--- config.mk ---
export PLATFORM = sky130hd
export DESIGN_NAME = fetch_order_monitor
export DESIGN_NICKNAME = d
export VERILOG_FILES = /design/src/rtl/fetch_order_monitor.sv
export SDC_FILE = /design/constraint.sdc
export NUM_CORES = 1
export LEC_CHECK = 0
export CORE_UTILIZATION = 40
export DETAILED_ROUTE_END_ITERATION = 12
export SLEW_MARGIN = 5
export SYNTH_ARGS = -nofsm -noshare
export SYNTH_HDL_FRONTEND = slang
export SYNTH_SLANG_ARGS = --single-unit
--- constraint.sdc ---
create_clock -name clock -period 4.3 [get_ports clock]
set_input_delay 1.075 -clock clock [delete_from_list [all_inputs] [get_ports clock]]
set_output_delay 1.075 -clock clock [all_outputs]
set_load 0.03 [all_outputs]
--- src/rtl/fetch_order_monitor.sv ---
// In-order request/response scoreboard for a cache read port: queues issued
// addresses, checks each response against the oldest one, and keeps counters.
module fetch_order_monitor #(
  parameter int ADDRESS_BITS = 12,
  parameter int DEPTH = 4,
  parameter int CNT_BITS = 32,
  parameter logic [ADDRESS_BITS-1:0] END_PC = 12'h0B0
) (
  input  logic                      clock,
  input  logic                      reset,
  // A valid is a single-cycle event: no ready, the monitor never stalls the port.
  input  logic                      req_valid,
  input  logic [ADDRESS_BITS-1:0]   req_addr,
  input  logic                      rsp_valid,
  input  logic [ADDRESS_BITS-1:0]   rsp_addr,
  input  logic [ADDRESS_BITS-1:0]   mon_pc,
  output logic [$clog2(DEPTH):0]    outstanding,
  output logic                      full,
  output logic                      empty,
  output logic                      err_overflow,
  output logic                      err_underflow,
  output logic                      err_mismatch,
  output logic                      err_pulse,
  output logic [ADDRESS_BITS-1:0]   err_expected,
  output logic [ADDRESS_BITS-1:0]   err_got,
  output logic [CNT_BITS-1:0]       cycle_count,
  output logic [CNT_BITS-1:0]       req_count,
  output logic [CNT_BITS-1:0]       rsp_count,
  output logic                      done,
  output logic [CNT_BITS-1:0]       done_cycles
);

  localparam int PTR_BITS = $clog2(DEPTH);
  localparam int OCC_BITS = PTR_BITS + 1;
  localparam logic [OCC_BITS-1:0] DEPTH_OCC = OCC_BITS'(DEPTH);
  localparam logic [CNT_BITS-1:0] CNT_MAX = '1;

  logic [ADDRESS_BITS-1:0] mem [DEPTH];
  logic [PTR_BITS-1:0]     rd_ptr;
  logic [PTR_BITS-1:0]     wr_ptr;

  logic                    is_empty;
  logic                    is_full;
  logic                    bypass;
  logic                    pop;
  logic                    push;
  logic                    accepted;
  logic                    rsp_checked;
  logic                    mismatch;
  logic                    underflow;
  logic                    overflow;
  logic [ADDRESS_BITS-1:0] expected;
  logic [OCC_BITS-1:0]     occ_next;

  function automatic logic [CNT_BITS-1:0] sat_inc(input logic [CNT_BITS-1:0] v);
    return (v == CNT_MAX) ? v : v + CNT_BITS'(1);
  endfunction

  always_comb begin
    is_empty    = (outstanding == '0);
    is_full     = (outstanding == DEPTH_OCC);
    // An empty queue with a same-cycle request checks the response against it directly.
    bypass      = is_empty && req_valid && rsp_valid;
    expected    = is_empty ? req_addr : mem[rd_ptr];
    pop         = rsp_valid && !is_empty;
    rsp_checked = pop || bypass;
    mismatch    = rsp_checked && (rsp_addr != expected);
    underflow   = rsp_valid && is_empty && !req_valid;
    overflow    = req_valid && is_full && !pop;
    accepted    = req_valid && !overflow;
    push        = accepted && !bypass;
    occ_next    = outstanding + OCC_BITS'(push) - OCC_BITS'(pop);
  end

  always_ff @(posedge clock) begin
    if (push) mem[wr_ptr] <= req_addr;
  end

  always_ff @(posedge clock) begin
    if (reset) begin
      rd_ptr        <= '0;
      wr_ptr        <= '0;
      outstanding   <= '0;
      full          <= 1'b0;
      empty         <= 1'b1;
      err_overflow  <= 1'b0;
      err_underflow <= 1'b0;
      err_mismatch  <= 1'b0;
      err_pulse     <= 1'b0;
      err_expected  <= '0;
      err_got       <= '0;
      cycle_count   <= '0;
      req_count     <= '0;
      rsp_count     <= '0;
      done          <= 1'b0;
      done_cycles   <= '0;
    end else begin
      if (push) wr_ptr <= wr_ptr + PTR_BITS'(1);
      if (pop)  rd_ptr <= rd_ptr + PTR_BITS'(1);
      outstanding <= occ_next;
      full        <= (occ_next == DEPTH_OCC);
      empty       <= (occ_next == '0);

      if (overflow)  err_overflow  <= 1'b1;
      if (underflow) err_underflow <= 1'b1;
      if (mismatch) begin
        err_mismatch <= 1'b1;
        if (!err_mismatch) begin
          err_expected <= expected;
          err_got      <= rsp_addr;
        end
      end
      err_pulse <= overflow || underflow || mismatch;

      cycle_count <= sat_inc(cycle_count);
      if (accepted)  req_count <= sat_inc(req_count);
      if (rsp_valid) rsp_count <= sat_inc(rsp_count);

      if (!done && (mon_pc == END_PC)) begin
        done        <= 1'b1;
        done_cycles <= cycle_count;
      end
    end
  end

endmodule

==> summary.md <==
| Metric | Value |
|---|---|
| Ant diodes | 0 |
| DRC viols | 0 |
| Reg2Reg Depth | 6 |
| Nets@finish | 1,214 |
| Worst Tran Pin Value | 0.874 ns |
| #FFs+latches synth | 216 |
| Area growth from synthesis to layout | 31.0% |
| Starting Density | 40.7% |
| Total core area | 24,200 um^2 |
| CTS tree | yes |
| Cells after Synth | 973 |
| Num CTS Buffers | 25 |
| Via/cell ratio | 5.01 |
| IO Count | 202 |
| RSZ-0062 raised after global routing | no |
| Clk sinks | 216 |
| DP Wirelength | 16,700 um |
| GRT Overall Usage | 19.2% |
| Die Height | 159 um |
| Routed WL | 24,600 um |
| VDD IR max | 298 uV |
| Layout filler cell count | 2,183 |
| Die area | 25,200 um^2 |
| Max frequency | 0.314 GHz |
| Asr flop ratio synth | 0% |
| Static leakage | 4.58 nW |
| Final Hold Viols | 0 |
| H-tree Lvls | 1 |
| Largest cells by area after synthesis | dfxtp_1 34%, edfxtp_1 15%, nor2_1 6.2%, xnor2_1 5.8%, mux2i_1 4.7% |
| Post-Place Cells | 1,461 |
| Setup CP Type | primary input to register |
| Clock Root Buffer | clkbuf_16 |
| TNS Setup | 0 ns |
| Resize count post-CTS | 0 |
| Yosys warnings | 0 |
| Most used DFF post-synth | dfxtp_1 |
| Final period util | 74.1% |
| Status | finished clean |
| Clock skew | 0.0142 ns |
| Synth Cell Area | 9830 um^2 |
| 1st-pass router iterations | 4 |
| Hold buffers post-CTS | 0 |
| Layout cell share with drive strength beyond 1 | 6.94% |
| Largest net degree at the start of global routing | 114 |
| Tmin final | 3.18 ns |
| Slew margin rel. | 41.7% |
| Hold Path Depth | 2 |
| Grt total ovfl | 0 |
| Final non-filler cell total | 1,506 |
| Worst skew pair latency | 0.52 ns |
| Register area share after synthesis | 48.9% |
| GP Congestion | 0.811 |
| Final ANT Viol Nets | 0 |
| First-pass GRT wire length | 39,900 um |
| Hold EP | err_expected[1] |
| Max-slew violations | 0 |
| Syn Area/Cell | 10.1 um^2 |
| Post-Syn Nets | 1,023 |
| Vias in the first global route | 7,635 |
| CTS Buffer Depth | 3 |
| Worst reg2reg endpoint | err_expected[11] |
| Post-CTS setup buffers | 0 |
| Wire length per cell | 16.3 um |
| CP max FO | 5 |
| Top-area cell type share of the netlist area | 34.2% |
| Number of synthesized flops with an enable pin | 48 |
| Netlist cell types | 61 |
| Most numerous cell in the Yosys netlist | dfxtp_1 |
| Critical path endpoint category | register |
| Port Buffers | 201 |
| Total number of vias | 7,548 |
| Yosys top cell by area | dfxtp_1 |
| HP Start | err_expected[1] |
| Initial DRC count | 389 |
| Die Width | 159 um |
| Crit path arrival time | 3.59 ns |
| WP data required | 4.71 ns |
| Initial antenna violation count | 0 |
| Cell Pwr Density | 445 nW/um^2 |
| Flop2flop setup slack | 1.29 ns |
| Standard-cell rows | 57 |
| Clk slew on worst S/H paths | 0.06 ns |
| Design area | 12,900 um^2 |
| Top cells by count, synth | 168 x dfxtp_1, 162 x nor2_1, 65 x xnor2_1 |
| Final Setup Violations | 0 |
| Tightest Hold Check Type | register to register |
| Startpoint types | primary input |
| Max Cap Viol | 0 |
| Placed inst area | 12,100 um^2 |
[power by group]
group / switching [mW] / leakage (nW) / total [mW] / internal [mW]
Combinational: 0.747 / 2.41 / 1.34 / 0.595
Sequential: 0.125 / 1.80 / 2.38 / 2.26
Clock: 0.827 / 0.375 / 2.00 / 1.18
[metrics by stage]
step,hold slack (ns),util [%],setup slack (ns),power (mW)
4_1_cts,0.478,53.2,1.13,5.81
6_report,0.476,53.2,1.12,5.73
3_5_place_dp,0.465,50.1,0.594,3.78
2_1_floorplan,0.485,-,0.631,3.33
5_1_grt,0.490,53.2,0.926,5.98
3_3_place_gp,0.460,50.1,0.601,3.78
[state kept, by name (all words and copies together) (netlist names), named ones only]
| name | flops |
|---|---|
| rd_ptr | 2 |
| done | 1 |
| empty | 1 |
| err_pulse | 1 |
| err_overflow | 1 |
| req_count | 32 |
| err_expected | 12 |
| outstanding | 3 |
| done_cycles | 32 |
| full | 1 |
| err_got | 12 |
| cycle_count | 32 |
| err_mismatch | 1 |
| mem | 48 |
| wr_ptr | 2 |
| rsp_count | 32 |
| err_underflow | 1 |
[final cells by class]
cell class	count	area, um^2	share of cell area [%]
tap	324	405	3.15
inverter	29	109	0.846
clock buffer	36	697	5.41
timing repair buffer	212	2110	16.4
multi-input combinational	680	4680	36.4
clock inverter	9	65.1	0.505
sequential	216	4800	37.3
[routing by layer]
metal  vias up  wire length (um)  GRT usage [%]
met5         -                 0              0
met4         0               519           4.90
met1      3546             11600           25.4
met3        38              1600           4.83
met2       198             10900           31.4
li1       3766                 -              -
[placed cells by master (no fill, tap or decap), types with 6 or more instances in the layout]
cell type        netlist  final
mux2_4                 7      7
mux4_1                 8      8
clkdlybuf4s50_1        0    200
or3_1                 10     10
nand4_1               28     28
edfxtp_1              48     48
nor3_1                19     18
nor2b_1                6      6
and2_1                 6      6
inv_1                 29     29
dfxtp_1              168    168
and3_1                14     14
clkbuf_16              0     25
mux2i_1               46     46
nor2_1               162    162
and4_1                 7      7
ha_1                   9      9
xnor2_1               65     65
nand2b_1              32     32
xor2_1                42     42
nand2_1               52     52
buf_4                  0     10
nor4_1                18     17
a21oi_1               29     29
clkbuf_1              34      8
a211oi_1              12     12
and2b_1                6      6
o21ai_0                6      6
nand3_1               31     31
[cell families after synthesis]
| logic type | count (synthesis) | synth area share, % |
|---|---|---|
| buf+inv | 77 | 3.59 |
| mux | 69 | 9.27 |
| simple gates | 419 | 21.7 |
| xor+xnor | 111 | 10.2 |
| fa+ha+maj | 10 | 1.35 |
| flops | 216 | 48.9 |
| compound gates | 71 | 5.04 |
[worst max-delay path, stage by stage]
cell and delay, ns:
clkdlybuf4s50_1 0.47, inv_1 0.09, a31o_2 0.25, a21oi_1 0.15
inv_1 0.06, ha_1 0.28, inv_1 0.05, ha_1 0.12
inv_1 0.04, fa_1 0.37, xnor2_1 0.18, xnor2_1 0.14
nor2_1 0.08, and3_1 0.23
[worst max-delay path by stage]
stage	start	endpoint	slack, ns
2_1_floorplan	rsp_valid	full	0.63
3_3_place_gp	rsp_valid	full	0.60
3_5_place_dp	rsp_valid	full	0.59
4_1_cts	rsp_valid	full	1.13
5_1_grt	rsp_valid	full	0.93
6_report	rsp_valid	full	1.12
Note: power is estimated with default switching activity, not from simulation.
